[config.mk]
export PLATFORM = sky130hd
export DESIGN_NAME = block_stack_judge
export DESIGN_NICKNAME = d
export VERILOG_FILES = /design/src/rtl/block_stack_judge.sv
export SDC_FILE = /design/constraint.sdc
export NUM_CORES = 1
export LEC_CHECK = 0
export BUFFER_PORTS_ARGS = -buffer_cell sky130_fd_sc_hd__buf_2
export CORE_MARGIN = 4
export CORE_UTILIZATION = 55
export CTS_CLUSTER_SIZE = 12
export DETAILED_ROUTE_END_ITERATION = 12
export GPL_ROUTABILITY_DRIVEN = 1
export PLACE_DENSITY_LB_ADDON = 0.1
export SYNTH_ARGS = -nofsm -noshare
export SYNTH_HDL_FRONTEND = slang
export SYNTH_SLANG_ARGS = --single-unit
[constraint.sdc]
create_clock -name clk -period 2.8 [get_ports clk]
set_input_delay 0.42 -clock clk [delete_from_list [all_inputs] [get_ports clk]]
set_output_delay 0.42 -clock clk [all_outputs]
set_load 0.02 [all_outputs]
[src/rtl/block_stack_judge.sv]
// Stop-button debouncer and stacking judge: latches the moving block on an accepted
// press, keeps the surviving overlap, counts levels and flags win/lose. Option: SPEEDUP_EN.
module block_stack_judge #(
    parameter int WIDTH      = 8,
    parameter int LEVELS     = 8,
    parameter int DEB_TICKS  = 20,
    parameter int BASE_DIV   = 200,
    parameter int SPEED_STEP = 20,
    parameter int MIN_DIV    = 40
) (
    input  logic             clk,
    input  logic             rstBtn,
    input  logic             sampleTick,
    input  logic             stopBtn,
    input  logic [WIDTH-1:0] blockLoc,
    output logic [WIDTH-1:0] lockLoc,
    output logic [3:0]       level,
    output logic [7:0]       speedDiv,
    output logic             stopPulse,
    output logic             gameWin,
    output logic             gameOver
);
    localparam int CW = $clog2(DEB_TICKS + 1);

    typedef enum logic [1:0] {PLAY, CHECK, WIN, OVER} state_t;

    state_t           r_state, w_state_nxt;
    logic [1:0]       r_sync;
    logic             w_btnS;
    logic [CW-1:0]    r_cnt;
    logic             r_armed;
    logic             r_pulse;
    logic [WIDTH-1:0] r_cap, w_cap_nxt;
    logic [WIDTH-1:0] r_lock, w_lock_nxt;
    logic [3:0]       r_level, w_level_nxt;
    logic [7:0]       r_speed, w_speed_nxt;
    logic             r_win, w_win_nxt;
    logic             r_over, w_over_nxt;
    logic [WIDTH-1:0] w_ov;
    logic [3:0]       w_lvl_inc;
    logic [7:0]       w_speed_dec;

    assign w_btnS = r_sync[1];

    // The pulse fires on the sample that brings the count to DEB_TICKS; a single low
    // sample clears the count and re-arms.
    always_ff @(posedge clk) begin
        if (rstBtn) begin
            r_sync  <= '0;
            r_cnt   <= '0;
            r_armed <= 1'b1;
            r_pulse <= 1'b0;
        end else begin
            r_sync  <= {r_sync[0], stopBtn};
            r_pulse <= 1'b0;
            if (sampleTick) begin
                if (w_btnS) begin
                    if (r_cnt != CW'(DEB_TICKS))
                        r_cnt <= r_cnt + 1'b1;
                    if (r_armed && r_cnt == CW'(DEB_TICKS - 1)) begin
                        r_pulse <= 1'b1;
                        r_armed <= 1'b0;
                    end
                end else begin
                    r_cnt   <= '0;
                    r_armed <= 1'b1;
                end
            end
        end
    end

    assign w_ov      = r_cap & r_lock;
    assign w_lvl_inc = r_level + 4'd1;

`ifdef SPEEDUP_EN
    // Compare in int before subtracting so the 8-bit value can never wrap.
    assign w_speed_dec = (int'(r_speed) >= MIN_DIV + SPEED_STEP) ?
                         r_speed - 8'(SPEED_STEP) : 8'(MIN_DIV);
`else
    logic w_unused_cfg;
    assign w_unused_cfg = ^(SPEED_STEP ^ MIN_DIV);
    assign w_speed_dec  = r_speed;
`endif

    always_comb begin
        w_state_nxt = r_state;
        w_cap_nxt   = r_cap;
        w_lock_nxt  = r_lock;
        w_level_nxt = r_level;
        w_speed_nxt = r_speed;
        w_win_nxt   = r_win;
        w_over_nxt  = r_over;
        case (r_state)
            PLAY: begin
                if (r_pulse) begin
                    w_cap_nxt   = blockLoc;
                    w_state_nxt = CHECK;
                end
            end
            CHECK: begin
                if (w_ov == '0) begin
                    w_over_nxt  = 1'b1;
                    w_state_nxt = OVER;
                end else begin
                    w_lock_nxt  = w_ov;
                    w_level_nxt = w_lvl_inc;
                    w_speed_nxt = w_speed_dec;
                    if (w_lvl_inc == 4'(LEVELS)) begin
                        w_win_nxt   = 1'b1;
                        w_state_nxt = WIN;
                    end else begin
                        w_state_nxt = PLAY;
                    end
                end
            end
            WIN:     w_state_nxt = WIN;
            OVER:    w_state_nxt = OVER;
            default: w_state_nxt = PLAY;
        endcase
    end

    always_ff @(posedge clk) begin
        if (rstBtn) begin
            r_state <= PLAY;
            r_cap   <= '0;
            r_lock  <= '1;
            r_level <= '0;
            r_speed <= 8'(BASE_DIV);
            r_win   <= 1'b0;
            r_over  <= 1'b0;
        end else begin
            r_state <= w_state_nxt;
            r_cap   <= w_cap_nxt;
            r_lock  <= w_lock_nxt;
            r_level <= w_level_nxt;
            r_speed <= w_speed_nxt;
            r_win   <= w_win_nxt;
            r_over  <= w_over_nxt;
        end
    end

    assign lockLoc   = r_lock;
    assign level     = r_level;
    assign speedDiv  = r_speed;
    assign stopPulse = r_pulse;
    assign gameWin   = r_win;
    assign gameOver  = r_over;
endmodule

# ---- After elaboration in Yosys (flattened, before gate mapping)
# Cells that the tools add are included.
dict set report word_totals {
  output_inout_bits 23
  ff_bits 33
  elab_cells 44
}
dict set report classes {
  muxes 9
  n_eq_ne 9
  n_addsub 2
  bitwise 4
  n_reduce_logical 10
}
# cell count
set ops {}
lappend ops {{2-to-1 mux 5 bit} 2}
lappend ops {{AND reduction 2 bit} 5}
lappend ops {{bitwise AND 8 bit} 1}
lappend ops {{zero test 8 bit} 1}
lappend ops {{one-hot mux 2 bit (4 select lines)} 1}
lappend ops {{2-to-1 mux 2 bit} 3}
lappend ops {{adder 5 x 1 -> 5 bit (second input constant)} 1}
lappend ops {{== test 5 bit (second input constant)} 1}
lappend ops {{!= test 5 bit (second input constant)} 1}
lappend ops {{adder 4 x 1 -> 4 bit (second input constant)} 1}
lappend ops {{== test 2 bit (second input constant)} 2}
lappend ops {{== test 4 bit (second input constant)} 1}
lappend ops {{!= test 2 x 1 -> 1 bit (second input constant)} 2}
lappend ops {{2-to-1 mux 1 bit} 3}
lappend ops {{NOT 1 bit} 3}
lappend ops {{AND reduction 3 bit} 1}
lappend ops {{OR reduction 3 bit} 1}
lappend ops {{== test 2 x 1 -> 1 bit (second input constant)} 1}
lappend ops {{zero test 2 bit} 1}
lappend ops {{!= test 2 bit (second input constant)} 1}
lappend ops {{logical AND 1 bit} 1}

# ---- Depth between registers and ports, before layout
# Gate-level depths: netlist of run 1.
dict set report logic_depth {
  depth_word 5
  depth_mapped 6
  mapped_depth_nobuf 6
}

# ---- Worst setup path before layout of run 1
# No wires, ideal clock.
dict set report synth_timing {
  kind {register to register}
  from {register r_lock[6] (netlist: lockLoc[6])}
  to {register r_level[0] (netlist: level[0])}
  slack_ns 1.333
  n_path_buf 1
  stages_incl_launch_ff 6
  required_ns 2.679
  synth_period_minus_slack_ns 1.467
  t_arrival_ns 1.346
  cell_sequence {dfxtp_1 a22oi_1 and4_1 buf_6 nor2b_2 mux2_2}
}
dict set report synth_between {
  elab_chain_cells 4
}
# element line_no
set synth_lines {}
lappend synth_lines {{start: declaration} 34} ;# logic [WIDTH-1:0] r_lock, w_lock_nxt;
lappend synth_lines {{start signal: assignment} 134} ;# r_lock <= w_lock_nxt;
lappend synth_lines {{bitwise AND 8 bit} 72} ;# assign w_ov = r_cap & r_lock;
lappend synth_lines {{zero test 8 bit} 101} ;# if (w_ov == '0) begin
lappend synth_lines {{NOT 1 bit (no source line)} n/a}
lappend synth_lines {{AND reduction 2 bit (no source line)} n/a}
lappend synth_lines {{end signal: assignment} 135} ;# r_level <= w_level_nxt;
lappend synth_lines {{end: declaration} 35} ;# logic [3:0] r_level, w_level_nxt;
# No other way between the ends.
# A chain may end at the register's enable or synchronous reset.

# ---- Worst setup path after layout of run 1
dict set report layout_timing {
  from {register r_cap[6]}
  to {register r_level[0] (netlist: level[0])}
}
dict set report layout_between {
  elab_chain_cells 4
}
# element line_no
set layout_lines {}
lappend layout_lines {{start: declaration} 33} ;# logic [WIDTH-1:0] r_cap, w_cap_nxt;
lappend layout_lines {{start signal: assignment} 133} ;# r_cap <= w_cap_nxt;
lappend layout_lines {{bitwise AND 8 bit} 72}
lappend layout_lines {{zero test 8 bit} 101}
lappend layout_lines {{NOT 1 bit (no source line)} n/a}
lappend layout_lines {{AND reduction 2 bit (no source line)} n/a}
# No other way between the ends.

==> impl_metrics.yaml, run 1 <==
synthesis:
  ys_ff_latch: 33
  synth_area_um2: 1405
  yosys.area.top_type: "dfxtp_1"
  yosysSeqAreaShare: 0.4702
  synth-async-reset-ratio: 0
  synth_edf_count: 0
  synth_warnings: 0
  syn_inst: 158
  ys_types: 35
  ys.flop_type: "dfxtp_1"
  synth.area.top_cells: "dfxtp_1 47%, nor2_1 8.3%, mux2i_1 7.1%, buf_4 4.8%, a21oi_1 4.6%"
  netlist_top_cells_count: "33 x dfxtp_1, 31 x nor2_1, 13 x a21oi_1"
  synth_most_common_cell: "dfxtp_1"
  synth_top_area_frac: 0.4702
  syn_area_per_cell_um2: 8.893
floorplanning:
  chipHeight_um: 58.55
  core-area_um2: 2455
  fp.dieW_um: 58.55
  start_util: 0.5724
  io_pins: 35
  num_rows: 18
  dieArea_um2: 3428
timing:
  min_period_ns: 1.678
  finalMaxSlewViolations: 0
  fmax_mhz: 595.8
  setup_viol: 0
  relSlewSlack: 0.6489
  fin_setup_tns_ns: 0
  hold_violations: 0
  tightest_slew_ns: 0.5242
  rsz0062_at_grt: "no"
  fin_skew_ns: 0.004602
  fin_crit_sh: 0.5994
final_layout:
  fillers: 222
  n_antenna_cell: 0
  final_nets: 199
  drive_above_1_share: 0.1957
  areaGrowthSynthToFinish_pct: 11.49
cts:
  cts_made_buffers: 5
  cts.htree.levels: 2
  clk_path_buf_depth: 2
  cts_tree: "built"
  hold_buffers: 0
  insertion_delay_ns: 0.33
  clk_pin_slew_ns: 0.10
  cts_root_buffer: "clkbuf_4"
  cts_setup_buffers: 0
  ctsResizeCount: 0
  cts.sinks: 33
setup_path:
  crit_required_ns: 3.03
  critPathKind: "register to register"
  crit_fanout: 12
  crit_path_end_kind: "register"
  crit_arrival_ns: 1.91
  cp-start-kind: "register"
global_route:
  grt_max_degree: 38
  grt_pass1_wl_um: 4754
  antenna_found_initial: 0
  grt-ovfl-total: 0
  first_global_vias: 1101
  track_usage: 0.1827
drt:
  drcViolationCount: 0
  post_drt_wl_per_cell_um: 12.33
  viasPerCell: 5.196
  postRouteWirelength_um: 2639
  first_pass_iters: 4
  ant_nets: 0
  vias: 1112
  drtIter0Drc: 41
place:
  place.port_buffers: 26
  gp_congestion: 0.7889
  dp_hpwl_um: 1946
power:
  power_density_nw_per_um2: 495.0
  power.leakage_uw: 0.0006453
  power_uw: 775.5
  vdd_drop_max_v: 0.0003535
job:
  drv_cap: 0
outcome:
  status: "complete, no violations"
hold_path:
  worst_hold_path_type: "primary input to register"
==> cells in the final DEF (no fill, tap or decap), types with 4 or more instances in the layout <==
cell / n
dfxtp_1: 33
nor2_1: 31
buf_2: 26
a21oi_1: 13
mux2i_1: 10
conb_1: 8
nand2_1: 7
inv_1: 6
clkbuf_4: 5
a22oi_1: 4
nor2b_1: 4
==> per-layer routing <==
layer,track usage,vias up,wire length [µm],share of wire
met4,0.07947,0,58,0.022
met3,0.07237,8,164,0.062
met1,0.2202,509,1204,0.46
met2,0.2871,27,1212,0.46
li1,-,568,-,-
met5,0,-,0,0
==> sequential cells by signal (all words and copies together) (netlist names) <==
name       flops
r_armed        1
r_cap          8
r_state        2
r_cnt          5
stopPulse      1
lockLoc        8
gameWin        1
level          4
gameOver       1
r_sync         2
==> area by class of cell <==
class                           instances  area, µm²  area share
Sequential cell                        33      660.6      0.4217
Multi-Input combinational cell        110      645.6      0.4121
Timing Repair Buffer                   28      145.1     0.09265
Clock buffer                            7      55.05     0.03514
Tap cell                               30      37.54     0.02396
Inverter                                6      22.52     0.01438
==> cells by family after synthesis <==
kind of cell / synth area share
AND/OR/NAND/NOR: 0.1852
other: 0.005345
XOR/XNOR: 0.02494
adder cells (fa/ha/maj): 0.02672
multiplexers: 0.07925
AO/OA/AOI/OAI: 0.1220
buffers and inverters: 0.08636
flip-flops: 0.4702
==> power by group <==
group          internal, µW  switching [µW]
logic                  10.5            25.5
registers               471            1.31
clock network           118             149
total                   600             176
==> worst paths after layout <==
check / start / to / slack (ns) / cells after the start
hold / removal: stopBtn / r_sync[0] / 0.32 / 2
setup reg to reg: r_cap[6] / level[0] / 1.12 / 4
setup / recovery: r_cap[6] / level[0] / 1.12 / 4
hold reg to reg: r_sync[0] / r_sync[1] / 0.44 / 1
==> critical path: stages, from the launching register on <==
cell	delay (ns)
dfxtp_1	0.36
a22oi_1	0.10
and4_1	0.28
nor2b_2	0.46
mux2_2	0.39
==> per-stage QoR <==
| stage | cell area [µm²] | utilization | std cells | hold WS (ns) | setup slack, ns |
|---|---|---|---|---|---|
| 3_5_place_dp | 1511 | 0.6157 | 207 | 0.4278 | 1.140 |
| 2_1_floorplan | 1428 | - | 164 | 0.4138 | 1.333 |
| 3_3_place_gp | 1511 | 0.6157 | 207 | 0.4224 | 1.164 |
| 4_1_cts | 1567 | 0.6381 | 214 | 0.3128 | 1.130 |
| 5_1_grt | 1567 | 0.6381 | 214 | 0.3182 | 0.9954 |
| 6_report | 1567 | 0.6381 | 214 | 0.3165 | 1.122 |
No activity file was read; power rests on OpenSTA's default activity.
==> run 2: changes to the inputs <==
- CORE_UTILIZATION: 55 -> 46
- clock period: 2.8 -> 1.4 ns (I/O delays scaled with it)
==> run 2 against run 1 <==
  * Total power grew 96%
  * Clock skew up 0.0035 ns
  * Sequential power rose by 100%
  * Register-to-register slack worse by 1.1 ns
  * Non-clock buffer count rose by 4
  * Largest power group unchanged
  * Critical endpoint is now level[3]
  * Combinational power rose by 120%
  * Wire length rose by 0.19%
==> impl_metrics.yaml, run 2 (synthesized netlist as in run 1, its figures left out) <==
final_layout:
  areaGrowthSynthToFinish_pct: 17.28
  drive_above_1_share: 0.3280
  mostFrequentLayoutCell: "nor2_1"
  n_antenna_cell: 0
  design_area_um2: 1648
  mostFrequentLayoutCells: "31 x nor2_1, 26 x buf_2, 17 x dfxtp_1"
  final_nets: 203
floorplanning:
  fp.dieW_um: 63.27
  start_util: 0.4967
  dieArea_um2: 4003
  num_rows: 19
  chipHeight_um: 63.27
  core-area_um2: 2829
  io_pins: 35
setup_path:
  r2r_start: "lockLoc[6]"
  crit_chain: "a22oi_1, and4_1, buf_4, or3_4, a21oi_2"
  slowest_stage: "or3_4"
  crit_required_ns: 1.67
  crit_path_end_kind: "register"
  crit_fanout: 6
  startpoint: "lockLoc[6]"
  critical_path.top_delay_family: "simple AND/OR/NAND/NOR gates"
  cp.buffers_inverters: 1
  slowest_delay_ns: 0.36
  cp-start-kind: "register"
  critPathKind: "register to register"
  crit_arrival_ns: 1.62
drt:
  viasPerCell: 5.068
  ant_nets: 0
  postRouteWirelength_um: 2644
  first_pass_iters: 4
  post_drt_wl_per_cell_um: 12.02
  vias: 1115
  drtIter0Drc: 72
  drcViolationCount: 0
cts:
  cts_setup_buffers: 0
  cts_root_buffer: "clkbuf_4"
  cts_made_buffers: 5
  clk_pin_slew_ns: 0.10
  clk_path_buf_depth: 2
  cts.htree.levels: 2
  hold_buffers: 0
  insertion_delay_ns: 0.32
  cts_tree: "built"
  ctsResizeCount: 0
  cts.sinks: 33
global_route:
  gr-max-usage-layer: "met2"
  use_met2: 0.2213
  use_met1: 0.1745
  antenna_found_initial: 0
  use_met3: 0.04440
  first_global_vias: 985
  grt_max_degree: 37
  track_usage: 0.1416
  grt-ovfl-total: 0
  grt_pass1_wl_um: 4443
timing:
  min_period_ns: 1.356
  setup_viol: 0
  fin_skew_ns: 0.008083
  fmax_mhz: 737.4
  fin_crit_sh: 0.9687
  worst_slack_ns: 0.04385
  rsz0062_at_grt: "yes"
  hold_violations: 0
  finalMaxSlewViolations: 0
power:
  power.leakage_uw: 0.0006756
  vdd_drop_max_v: 0.0006315
  swShare: 0.2390
  p_seq_frac: 0.620
  combPwrFrac: 0.052
  clockPowerShare: 0.328
  intPower_uw: 1158
  power_density_nw_per_um2: 923.5
  p_switching_uw: 363.6
place:
  placed_area_um2: 1564
  dp_hpwl_um: 1935
  place.port_buffers: 26
  gp_congestion: 0.8262
  place_ws_ns: 0.05363
job:
  drv_cap: 0
outcome:
  status: "complete, no violations"
hold_path:
  worst_hold_path_type: "primary input to register"
  hp-start: "stopBtn"
==> run 2: cell count changes in the layout (fill, tap and decap cells not counted), moves of 2 or more <==
cell and change:
dfxtp_1 -16, a21oi_1 -2, clkinv_2 +2, a21oi_2 +2, buf_4 +3, dfxtp_2 +16
==> run 2: layout make-up <==
class / instances / area (µm²)
Clock buffer: 6 / 41.29
Clock inverter: 2 / 10.01
Fill cell: 268 / 1181
Inverter: 6 / 22.52
Multi-Input combinational cell: 110 / 666.9
Sequential cell: 33 / 680.7
Tap cell: 31 / 38.79
Timing Repair Buffer: 32 / 187.7
==> run 2: per-layer routing <==
metal / part of all wire / wire length, µm
met5: 0 / 0
met4: 0.019 / 50
met3: 0.056 / 149
met2: 0.46 / 1221
met1: 0.46 / 1223
==> run 2: worst paths after layout <==
kind	end	slack, ns	cells after the start
worst max-delay path	level[3]	0.04	5
worst min-delay path	r_sync[0]	0.09	2
worst max register to register	level[3]	0.04	5
worst min register to register	r_sync[1]	0.46	1
==> run 2: power by group through the flow <==
stage | clock network (µW) | logic, µW | registers [µW]
2_1_floorplan | 0 | 65.7 | 965
3_3_place_gp | 0 | 77.2 | 965
3_5_place_dp | 0 | 77.9 | 965
4_1_cts | 527 | 78.0 | 944
5_1_grt | 574 | 87.9 | 944
6_report | 499 | 79.6 | 943
==> run 2: metrics by stage <==
stage	std cells	power (µW)	TNS, ns	hold WS, ns	utilization
2_1_floorplan	164	1030	0	0.3382	-
3_3_place_gp	212	1042	0	0.4185	0.5529
3_5_place_dp	212	1043	0	0.4235	0.5529
4_1_cts	220	1548	0	0.06721	0.5710
5_1_grt	220	1605	-0.006718	0.08934	0.5825
6_report	220	1522	0	0.08751	0.5825
==> run 3: changes to the inputs <==
- PLACE_DENSITY: not set -> 0.83
- PLACE_DENSITY_LB_ADDON: 0.1 -> not set
==> run 3 against run 2 <==
  * Hold slack lost 0.0024 ns
  * Sequential power hardly changed
  * Maximum frequency up 5.6%
  * Via count up 1.7%
  * Core utilization decreased by 0.66 points
  * Count of clock-buffer cells in the layout rose by 1
  * Largest cell class unchanged
  * Highest routed layer unchanged
==> impl_metrics.yaml, run 3 (synthesized netlist as in run 1, its figures left out) <==
drt:
  ant_nets: 0
  postRouteWirelength_um: 2769
  drcViolationCount: 0
  post_drt_wl_per_cell_um: 12.59
  viasPerCell: 5.155
  vias: 1134
  first_pass_iters: 4
  drtIter0Drc: 53
final_layout:
  mostFrequentLayoutCells: "31 x nor2_1, 26 x dfxtp_1, 26 x buf_2"
  drive_above_1_share: 0.2646
  areaGrowthSynthToFinish_pct: 15.94
  final_nets: 204
  design_area_um2: 1629
  fillers: 260
  n_antenna_cell: 0
  stdcell_count: 220
  multi_input_area_um2: 660.6
  seq_area_um2: 669.4
  mostFrequentLayoutCell: "nor2_1"
timing:
  fin_setup_tns_ns: 0
  min_period_ns: 1.285
  worst_slack_ns: 0.1153
  fin_skew_ns: 0.003877
  fmax_mhz: 778.4
  rsz0062_at_grt: "no"
  setup_viol: 0
  hold_violations: 0
  fin_crit_sh: 0.9177
  finalMaxSlewViolations: 0
power:
  vdd_drop_max_v: 0.0007043
  power_uw: 1565
  power.leakage_uw: 0.0006722
  power_density_nw_per_um2: 960.5
setup_path:
  slowest_stage: "dfxtp_1"
  critPathKind: "register to register"
  crit_chain: "a22oi_1, and4_4, nor2b_4, mux2_2"
  crit_fanout: 7
  crit_path_end_kind: "register"
  crit_arrival_ns: 1.51
  rr_worst_depth: 4
  startpoint: "r_cap[6]"
  slowest_delay_ns: 0.36
  r2r_start: "r_cap[6]"
  cp-start-kind: "register"
  crit_required_ns: 1.63
global_route:
  grt_pass1_wl_um: 4678
  grt-ovfl-total: 0
  antenna_found_initial: 0
  first_global_vias: 1037
  grt_max_degree: 18
  use_met3: 0.07282
  track_usage: 0.1481
  gr-max-usage-layer: "met2"
  use_met1: 0.1936
  use_met2: 0.2121
cts:
  ctsResizeCount: 0
  hold_buffers: 0
  cts_root_buffer: "clkbuf_4"
  insertion_delay_ns: 0.33
  cts.htree.levels: 2
  cts_setup_buffers: 0
  clk_pin_slew_ns: 0.10
  clk_path_buf_depth: 2
  cts_made_buffers: 5
  cts.sinks: 33
  cts_tree: "built"
place:
  placed_area_um2: 1559
  place_ws_ns: 0.01974
  dp_hpwl_um: 1975
  place.port_buffers: 26
  gp_congestion: 0.8394
  dpl.cell_count: 213
floorplanning:
  core-area_um2: 2829
  num_rows: 19
  fp.dieW_um: 63.27
  io_pins: 35
  chipHeight_um: 63.27
  dieArea_um2: 4003
  start_util: 0.4967
job:
  drv_cap: 0
hold_path:
  worst_hold_path_type: "primary input to register"
  hp-start: "stopBtn"
  hold_depth: 2
outcome:
  status: "complete, no violations"
==> run 3: power by group <==
| group | leakage [µW] | total, µW | internal, µW | switching [µW] |
|---|---|---|---|---|
| Combinational | 0.000378 | 77.0 | 23.8 | 53.2 |
| Sequential | 0.000263 | 943 | 941 | 1.64 |
| Clock | 0.0000314 | 545 | 237 | 308 |
| Total | 0.000672 | 1560 | 1200 | 363 |
==> run 3: worst paths after layout <==
kind / to / slack, ns
setup / recovery: level[0] / 0.12
hold / removal: r_sync[0] / 0.09
setup reg to reg: level[0] / 0.12
hold reg to reg: r_sync[1] / 0.45
==> run 3: worst max-delay path: cells and delay by family, from the launching register on <==
kind | cells | cell delay (ns)
flip-flops | 1 | 0.36
multiplexers | 1 | 0.34
AND/OR/NAND/NOR | 2 | 0.38
AO/OA/AOI/OAI | 1 | 0.10
==> run 3: layer usage <==
metal / up-vias / wire, µm
li1: 579 / -
met1: 506 / 1321
met2: 44 / 1147
met3: 5 / 255
met4: 0 / 45
met5: - / 0
==> run 3: through the flow <==
stage	hold WS [ns]	utilization
floorplan	0.3382	-
global placement	0.4241	0.5511
detailed placement	0.4276	0.5511
CTS	0.07073	0.5705
global route	0.09289	0.5759
finish	0.08514	0.5759
==> run 3: cell type report <==
cell class,count,share of cell area
Clock buffer,7,0.03379
Inverter,6,0.01382
Multi-Input combinational cell,110,0.4055
Sequential cell,33,0.4109
Tap cell,31,0.02381
Timing Repair Buffer,33,0.1121
